### config.mk
export PLATFORM = sky130hd
export DESIGN_NAME = store_monitor
export DESIGN_NICKNAME = d
export VERILOG_FILES = /design/src/rtl/store_monitor_pkg.sv /design/src/rtl/store_monitor_sync_fifo.sv /design/src/rtl/store_monitor.sv
export SDC_FILE = /design/constraint.sdc
export NUM_CORES = 1
export LEC_CHECK = 0
export CORE_UTILIZATION = 50
export DETAILED_ROUTE_END_ITERATION = 8
export HOLD_SLACK_MARGIN = 0.08
export PLACE_DENSITY = 0.82
export SLEW_MARGIN = 10
export SYNTH_ARGS = -nofsm -noshare
export SYNTH_HDL_FRONTEND = slang
export SYNTH_SLANG_ARGS = --single-unit
### constraint.sdc
create_clock -name clk -period 10.02 [get_ports clk]
set_input_delay 1.002 -clock clk [delete_from_list [all_inputs] [get_ports clk]]
set_output_delay 1.002 -clock clk [all_outputs]
set_load 0.005 [all_outputs]
### src/rtl/store_monitor_pkg.sv
// Shared types for the store monitor: FSM states, queued store entry, and small helpers.
package store_monitor_pkg;

    typedef enum logic [1:0] {RUN, DRAIN, FINISHED} mon_state_t;

    typedef struct packed {
        logic [31:0] addr;
        logic [31:0] data;
    } store_entry_t;

    localparam logic [15:0] STORE_CNT_MAX = 16'hFFFF;

    function automatic logic is_misaligned(input logic [31:0] addr);
        return addr[1:0] != 2'b00;
    endfunction

endpackage

### src/rtl/store_monitor_sync_fifo.sv
// Single-clock FIFO with an explicit occupancy counter and a combinational head read.
module sync_fifo #(
    parameter int  DEPTH   = 8,
    parameter type entry_t = logic [63:0],
    localparam int AW      = $clog2(DEPTH),
    localparam int CW      = $clog2(DEPTH) + 1
) (
    input  logic          clk,
    input  logic          reset,
    input  logic          push,
    input  entry_t        wr_entry,
    input  logic          pop,
    output entry_t        rd_entry,
    output logic          full,
    output logic          empty,
    output logic [CW-1:0] count
);

    entry_t        mem_q [DEPTH];
    logic [AW-1:0] wr_ptr_q, wr_ptr_d;
    logic [AW-1:0] rd_ptr_q, rd_ptr_d;
    logic [CW-1:0] count_q, count_d;
    logic          do_push;
    logic          do_pop;

    assign empty    = (count_q == '0);
    assign full     = (count_q == CW'(DEPTH));
    assign count    = count_q;
    assign rd_entry = mem_q[rd_ptr_q];

    // A push into a full FIFO is only legal when the head leaves in the same cycle.
    assign do_pop  = pop && !empty;
    assign do_push = push && (!full || do_pop);

    always_comb begin
        wr_ptr_d = wr_ptr_q;
        rd_ptr_d = rd_ptr_q;
        count_d  = count_q;
        if (do_push) wr_ptr_d = wr_ptr_q + AW'(1);
        if (do_pop)  rd_ptr_d = rd_ptr_q + AW'(1);
        case ({do_push, do_pop})
            2'b10:   count_d = count_q + CW'(1);
            2'b01:   count_d = count_q - CW'(1);
            default: count_d = count_q;
        endcase
    end

    always_ff @(posedge clk or negedge reset) begin
        if (!reset) begin
            wr_ptr_q <= '0;
            rd_ptr_q <= '0;
            count_q  <= '0;
        end else begin
            wr_ptr_q <= wr_ptr_d;
            rd_ptr_q <= rd_ptr_d;
            count_q  <= count_d;
        end
    end

    always_ff @(posedge clk) begin
        if (do_push) mem_q[wr_ptr_q] <= wr_entry;
    end

endmodule

### src/rtl/store_monitor.sv
// Taps the CPU data-memory write port, queues stores on a valid/ready stream and
// flags end-of-program once the terminating store and everything before it has drained.
module store_monitor
    import store_monitor_pkg::*;
#(
    parameter int          DEPTH     = 8,
    parameter logic [31:0] DONE_ADDR = 32'd16,
    parameter logic [31:0] DONE_DATA = 32'd0,
    localparam int         CW        = $clog2(DEPTH) + 1
) (
    input  logic          clk,
    input  logic          reset,
    input  logic          memwrite,
    input  logic [31:0]   dataadr,
    input  logic [31:0]   writedata,
    output logic          out_valid,
    input  logic          out_ready,
    output logic [31:0]   out_addr,
    output logic [31:0]   out_data,
    output logic [CW-1:0] count,
    output logic [15:0]   store_cnt,
    output logic          overflow,
    output logic          misaligned,
    output logic          done
);

    mon_state_t   state_q, state_d;
    logic [15:0]  store_cnt_q, store_cnt_d;
    logic         overflow_q, overflow_d;
    logic         misaligned_q, misaligned_d;

    store_entry_t wr_entry;
    store_entry_t head;
    logic         fifo_full;
    logic         fifo_empty;
    logic [CW-1:0] fifo_count;
    logic         pop;
    logic         push_req;
    logic         push_ok;
    logic         is_done_store;

    assign wr_entry      = '{addr: dataadr, data: writedata};
    assign pop           = out_valid && out_ready;
    assign push_req      = memwrite && (state_q == RUN);
    assign push_ok       = push_req && (!fifo_full || pop);
    assign is_done_store = (dataadr == DONE_ADDR) && (writedata == DONE_DATA);

    sync_fifo #(
        .DEPTH   (DEPTH),
        .entry_t (store_entry_t)
    ) u_fifo (
        .clk      (clk),
        .reset    (reset),
        .push     (push_ok),
        .wr_entry (wr_entry),
        .pop      (pop),
        .rd_entry (head),
        .full     (fifo_full),
        .empty    (fifo_empty),
        .count    (fifo_count)
    );

    always_comb begin
        state_d      = state_q;
        store_cnt_d  = store_cnt_q;
        overflow_d   = overflow_q;
        misaligned_d = misaligned_q;

        case (state_q)
            RUN:      if (push_req && is_done_store) state_d = DRAIN;
            DRAIN:    if (fifo_count == '0) state_d = FINISHED;
            FINISHED: state_d = FINISHED;
            default:  state_d = RUN;
        endcase

        // Every store counts; any store that does not make it into the FIFO is a drop.
        if (memwrite) begin
            if (store_cnt_q != STORE_CNT_MAX) store_cnt_d = store_cnt_q + 16'd1;
            if (!push_ok)                     overflow_d  = 1'b1;
            if (is_misaligned(dataadr))       misaligned_d = 1'b1;
        end
    end

    always_ff @(posedge clk or negedge reset) begin
        if (!reset) begin
            state_q      <= RUN;
            store_cnt_q  <= '0;
            overflow_q   <= 1'b0;
            misaligned_q <= 1'b0;
        end else begin
            state_q      <= state_d;
            store_cnt_q  <= store_cnt_d;
            overflow_q   <= overflow_d;
            misaligned_q <= misaligned_d;
        end
    end

    assign out_valid  = !fifo_empty;
    assign out_addr   = head.addr;
    assign out_data   = head.data;
    assign count      = fifo_count;
    assign store_cnt  = store_cnt_q;
    assign overflow   = overflow_q;
    assign misaligned = misaligned_q;
    assign done       = (state_q == FINISHED);

endmodule

==> results summary <==
CTS saw 542 sinks. The count of nets after finishing came out at around 1200. For hold timing, the worst endpoint is overflow.

The count of antenna diodes in the layout is 0. The highest cell delay on the worst timing path is 1.12 ns. The count of buffers added on input and output ports is 155. The number of cells in the finished layout apart from fillers is 1678. The routed wire length came out at roughly 42000 µm.

The power dissipated by switching net loads came out at 1878 µW. The length of the first detailed-routing pass in iterations came out at 7. Setup repair after global routing left no endpoint under its margin.

Gates resized during post-CTS repair numbered 0. The routed wirelength normalized by instance count came out at 25.25 µm. The root buffer cell chosen for the clock tree is sky130_fd_sc_hd__clkbuf_16. The fraction of power consumed by the clock network is 0.285. The floorplan die height came out at 206.7 µm. The number of buffers inserted by post-CTS setup repair came out at 0.

After global routing the overflow that remains totals 0. The worst setup skew after layout came out at 0.01018 ns. The final-report setup violation count is 0.

TritonCTS built the clock tree. STA classifies the critical path endpoint as a primary output. The via count of the routed design is 9856. The number of antenna violations at the first check in global routing is 3. The startpoint identified for the worst register-to-register timing path is state_q[0]. The portion of the clock cycle consumed by the worst path in the final layout came out at 0.4793. The net count after synthesis came out at 992. For the worst setup path, the data arrival time is roughly 3.8 ns. The count of standard-cell rows came out at 74. The setup check on the worst reg-to-reg path leaves a slack of 6.75 ns. The final-report max-slew violation count came out at 0.

The average footprint of a synthesized cell is 22.91 µm². The max capacitance violation total is 0. The total core area came out at 41110 µm². The critical path in this run is classified as register to primary output. Routability-driven placement finished with a final weighted congestion of 0.7429. The capture point of the worst reg-to-reg path is u_fifo.mem_q[4][6].

The count of hold buffers inserted by post-cts repair came out at 0. The fraction of final layout cells sized beyond drive strength 1 is 0.2609. The share of the Yosys chip area taken by registers is 0.7700. Timing would allow up to 0.2082 GHz. The yosys synthesis warning count came out at 0. The number of global-route vias before repair was 10200. The prevailing post-synth register cell is sky130_fd_sc_hd__edfxtp_1.

The pin count of the biggest net entering global routing is 87. The post-synthesis cell area is 20940 µm². The first global-routing pass estimated 62220 µm of wire. The synthesized design contains 512 enable-type register cells. The internal power came out at 5183 µW.

The total I/O pin count came out at around 160. The cell leakage power is between 0.007 and 0.008 µW. The slowest stage of the critical path belongs to the cell sky130_fd_sc_hd__dfrtp_4. The share of total power dissipated in sequential elements is 0.431. In this run the worst hold path is classified as register to register. The number of buffers on the longest clock path is 3. The count of final hold-check violations is 0.

OpenSTA, run right after detailed placement, puts the worst setup slack at 5.796 ns. The floorplan step defined a die boundary enclosing about 43000 µm². The number of design-rule violations left by the first detailed-router iteration is 789. The clock-pin slew of the registers on the worst-case setup and hold paths is 0.06 ns. The HPWL after detailed placement came out at 23530 µm.

The maximum resistive drop on vdd is 0.1682 mV. The ratio of total power to cell area is 283.8 nW/µm². The headroom to the max-slew limit is 0.2977.

STA classifies the critical path startpoint as a register. The residual DRC count came out at 10. The overall fraction of global-route tracks in use is 0.2012. In the layout the commonest cells are 512 x sky130_fd_sc_hd__edfxtp_1, 155 x sky130_fd_sc_hd__clkdlybuf4s50_1, 128 x sky130_fd_sc_hd__mux4_2. The flow ran to the end, but the final reports show violations.

The net switching fraction of the power came out at 0.2660. Once placement completed, the tool counted placed cells totaling 1579. After layout, the minimum clock period comes to 4.803 ns.

Leaving out fill and tap cells, the most frequent cell in the layout is sky130_fd_sc_hd__edfxtp_1. The horizontal die dimension is 206.7 µm. The area growth from synthesis to final layout is 18.80%. The filler cell count came out at around 2900. The via count normalized by instance count came out at 5.874.

The signal on the critical path passes through buf_4 -> mux4_2 -> mux2_2 -> clkdlybuf4s50_1. The number of nets with antenna violations after routing is 0. The cell family contributing the most delay on the critical path is buffers and inverters. Counting flops and latches in the post-synthesis netlist gives 542. The number of levels the H-tree was split into came out at 2. Counting cells, the worst reg-to-reg path comes to 6. The post-route worst setup slack came out at around 5.2 ns. The distinct cell type count after synthesis is 38. The start point of the worst hold path is overflow. The pin slew with the least headroom to its limit came out at 1.053 ns.

The final reports fail on DRC. Of the total power, combinational logic draws 0.284. Clock latency on the worst-skew pair, taken at its later pin, is 0.58 ns. The post-synthesis async set-or-reset flop share came out at 0.05535.

For the worst setup path, the data required time is between 9 and 10 ns. The number of buffers and inverters on the critical path is 2. The clock buffer count from CTS came out at 53. The initial cell density of the core is 0.5094.

The cell depth of the worst min-delay path is 1. The instance count of the mapped netlist is roughly 900. Setup total negative slack on the finished layout was measured at 0 ns. The maximum fanout count along the critical path is 70.
logic make-up (layout without fill, tap and decap cells):
logic type               Yosys count  count (layout)  share of synthesized area
AO/OA/AOI/OAI                     13              13                   0.005258
XOR/XNOR                          22              22                   0.009201
adder cells (fa/ha/maj)           10              10                   0.005975
buffers and inverters             41             273                    0.01189
flip-flops                       542             542                     0.7700
multiplexers                     197             197                     0.1746
AND/OR/NAND/NOR                   89              89                    0.02300
cells in the mapped netlist (9+ instances only):
cell type / number / area [µm²]
sky130_fd_sc_hd__edfxtp_1: 512 / 15370
sky130_fd_sc_hd__mux4_2: 128 / 2883
sky130_fd_sc_hd__mux2_2: 67 / 754.5
sky130_fd_sc_hd__dfrtp_1: 30 / 750.7
sky130_fd_sc_hd__nand2_1: 19 / 71.32
sky130_fd_sc_hd__nor4_1: 14 / 87.58
sky130_fd_sc_hd__xnor2_1: 14 / 122.6
sky130_fd_sc_hd__buf_6: 11 / 123.9
sky130_fd_sc_hd__clkbuf_1: 11 / 41.29
sky130_fd_sc_hd__ha_1: 10 / 125.1
sky130_fd_sc_hd__nor2_1: 10 / 37.54
sky130_fd_sc_hd__nor3_1: 9 / 45.04
stage by stage:
| stage | hold WS (ns) | cell area [µm²] | util | power [µW] |
|---|---|---|---|---|
| 4_1_cts | 0.4719 | 24880 | 0.6052 | 7148 |
| 6_report | 0.4664 | 24880 | 0.6052 | 7061 |
| 2_1_floorplan | 0.4510 | 20940 | - | 4255 |
| 5_1_grt | 0.4833 | 24880 | 0.6052 | 7355 |
| 3_3_place_gp | 0.4462 | 23110 | 0.5622 | 5096 |
| 3_5_place_dp | 0.4448 | 23110 | 0.5622 | 5133 |
final cells by class:
| type | count | area, µm² | share of cell area |
|---|---|---|---|
| Inverter | 5 | 18.77 | 0.0007544 |
| Multi-Input combinational cell | 331 | 4622 | 0.1858 |
| Tap cell | 532 | 665.6 | 0.02676 |
| Timing Repair Buffer | 169 | 1669 | 0.06709 |
| Sequential cell | 542 | 16140 | 0.6486 |
| Clock buffer | 69 | 1439 | 0.05784 |
| Clock inverter | 30 | 327.8 | 0.01318 |
how the worst max path moves through the flow:
| stage | startpoint | end | slack (ns) | cells past startpoint |
|---|---|---|---|---|
| after floorplan | out_ready | u_fifo.mem_q[0][0] | 3.66 | 4 |
| after global placement | u_fifo.rd_ptr_q[1] | out_addr[17] | 5.78 | 4 |
| after detailed placement | u_fifo.rd_ptr_q[1] | out_addr[17] | 5.80 | 4 |
| after CTS | u_fifo.rd_ptr_q[1] | out_addr[17] | 5.17 | 4 |
| after global routing | u_fifo.rd_ptr_q[0] | out_addr[17] | 4.99 | 4 |
| final | u_fifo.rd_ptr_q[1] | out_data[14] | 5.22 | 4 |
power groups by stage:
stage,clock (µW),sequential [µW],combinational (µW)
4_1_cts,2050,3050,2050
3_5_place_dp,0,3100,2030
2_1_floorplan,0,2940,1310
5_1_grt,2130,3080,2150
6_report,2010,3050,2000
3_3_place_gp,0,3080,2020
layer usage:
layer	part of all wire	routed length [µm]	track usage
met1	0.42	17760	0.2746
met3	0.065	2759	0.04615
met5	0.0010	43	0
met2	0.50	21050	0.3311
met4	0.018	748	0.04884
sequential cells by signal (all words and copies together), names as in the netlist:
name and flops:
state_q 2, misaligned 1, u_fifo.wr_ptr_q 3, store_cnt 16, u_fifo.count 4, overflow 1, u_fifo.mem_q 512, u_fifo.rd_ptr_q 3
Power figures use the tool's default switching activity.
==> patch: new RTL, same settings <==
`DEPTH` is set to 8 in 2 places; all go to 32.
--- a/src/rtl/store_monitor_sync_fifo.sv
+++ b/src/rtl/store_monitor_sync_fifo.sv
@@ -2,3 +2,3 @@
 module sync_fifo #(
-    parameter int  DEPTH   = 8,
+    parameter int  DEPTH   = 32,
     parameter type entry_t = logic [63:0],
--- a/src/rtl/store_monitor.sv
+++ b/src/rtl/store_monitor.sv
@@ -5,3 +5,3 @@
 #(
-    parameter int          DEPTH     = 8,
+    parameter int          DEPTH     = 32,
     parameter logic [31:0] DONE_ADDR = 32'd16,
Interface: changed (resized count); port bits go from 156 to 158. The function was not compared with the original's and may differ.
==> patch against the original RTL <==
Setup slack worse by 1.5 ns. Synthesized cell count grew to 3.7 times the old value. Final area grew to 3.6 times the old value. First-iteration DRC count grew to 8.2 times the old value. Worst hold slack worse by 0.16 ns. Routed wire length grew to 5.1 times the old value. Synthesized area grew to 3.8 times the old value. Critical path depth is 3 higher. Global-route usage is 6.4 points higher. Power grew to 3.6 times the old value. Clock power grew to 3.6 times the old value. Via count grew to 4.1 times the old value. Die area grew to 3.8 times the old value. Sequential cell count is 1542 higher.
==> patch: results <==
INSERT INTO impl_metrics (metric_group, metric, value, unit) VALUES
('global_routing', 'wire_length_of_the_first_global_routing_pass', '302000', 'microns'),
('global_routing', 'via_count_of_the_first_global_routing_pass', '41600', ''),
('synthesis', 'netlist_top_cells_area', 'edfxtp_1 77%, mux4_2 14%, mux2i_1 1.6%', ''),
('sta', 'min_tclk_post_route', '6.25', 'ns'),
('synthesis', 'avgSynthCellArea', '23.5', 'sq um'),
('synthesis', 'synth_nets', '3469', ''),
('synthesis', 'netlist-cell-type-count', '51', ''),
('worst_setup_path', 'timing.critical_path.arrival', '5.25', 'ns'),
('cells_and_area', 'fill_cells', '10400', ''),
('detailed_routing', 'initialDrtViolationCount', '6506', ''),
('global_routing', 'groute.usage.overall', '0.266', ''),
('sta', 'actual_slew_at_the_worst_max_slew_pin', '1.35', 'ns'),
('detailed_routing', 'viasPerCell', '6.91', ''),
('global_routing', 'antenna_found_initial', '10', ''),
('clock_tree', 'tritoncts.num_buffers', '191', ''),
('detailed_routing', 'drt_pre_antenna_iters', '6', ''),
('outcome', 'result_of_the_run', 'finished clean', ''),
('die', 'fp.dieW', '401', 'microns'),
('cells_and_area', 'final_cells', '5907', ''),
('synthesis', 'synth-edff-count', '2048', '');
## patch: final timing paths
kind | start | to | cells past startpoint | slack (ns)
worst min-delay path | reset | store_cnt[15]$_DFFE_PN0P_ | 1 | 0.30
worst max register to register | state_q[0]$_DFFE_PN0P_ | u_fifo.mem_q[23][33]$_DFFE_PP_ | 7 | 5.70
min in group clk | overflow$_DFFE_PN0P_ | overflow$_DFFE_PN0P_ | 1 | 0.48
max in group asynchronous | reset | u_fifo.rd_ptr_q[2]$_DFFE_PN0P_ | 1 | 9.00
worst min register to register | overflow$_DFFE_PN0P_ | overflow$_DFFE_PN0P_ | 1 | 0.48
worst max-delay path | u_fifo.rd_ptr_q[0]$_DFFE_PN0P_ | out_data[30] | 7 | 3.77
## patch: cell type report
type,instances,share of cell area
multi-input combinational,1114,0.183
timing repair buffer,300,0.0296
inverter,5,0.000208
sequential,2084,0.692
antenna,4,0.000111
clock buffer,233,0.0554
tap,2058,0.0285
clock inverter,109,0.0114
## patch: kinds of logic (layout without fill, tap and decap cells)
kind of cell / after synthesis / count (layout) / synth area share
AND/OR/NAND/NOR: 145 / 145 / 0.00983
other: 0 / 4 / 0
adder cells (fa/ha/maj): 13 / 13 / 0.00205
flip-flops: 2084 / 2084 / 0.785
AO/OA/AOI/OAI: 254 / 254 / 0.0230
multiplexers: 677 / 677 / 0.166
buffers and inverters: 190 / 647 / 0.0114
XOR/XNOR: 25 / 25 / 0.00275
## patch: metrics by stage
stage	area, sq um	worst slack, ns	total power, mW
2_1_floorplan	79500	5.07	15.1
3_3_place_gp	84200	4.57	17.7
3_5_place_dp	84200	4.57	17.9
4_1_cts	90200	3.60	25.1
5_1_grt	90200	3.38	25.8
6_report	90200	3.77	25.1
## patch: power by group
part	switching [mW]	total, mW	internal [mW]
combinational	4.03	7.42	3.39
sequential	0.392	10.5	10.1
clock	3.23	7.18	3.95
total	7.65	25.1	17.5
## patch: metal layers
| metal | track usage | vias to the layer above | wire, microns |
|---|---|---|---|
| li1 | - | 15200 | - |
| met2 | 0.433 | 3664 | 105000 |
| met5 | 0.00238 | - | 63 |
| met3 | 0.0695 | 741 | 26600 |
| met4 | 0.130 | 4 | 11800 |
| met1 | 0.332 | 21200 | 70800 |
## patch: critical path: cells and delay by family, from the launching register on
| family | cells | cell delay (ns) |
|---|---|---|
| compound gates | 2 | 0.33 |
| buf+inv | 3 | 1.95 |
| flops | 1 | 1.08 |
| mux | 2 | 0.93 |
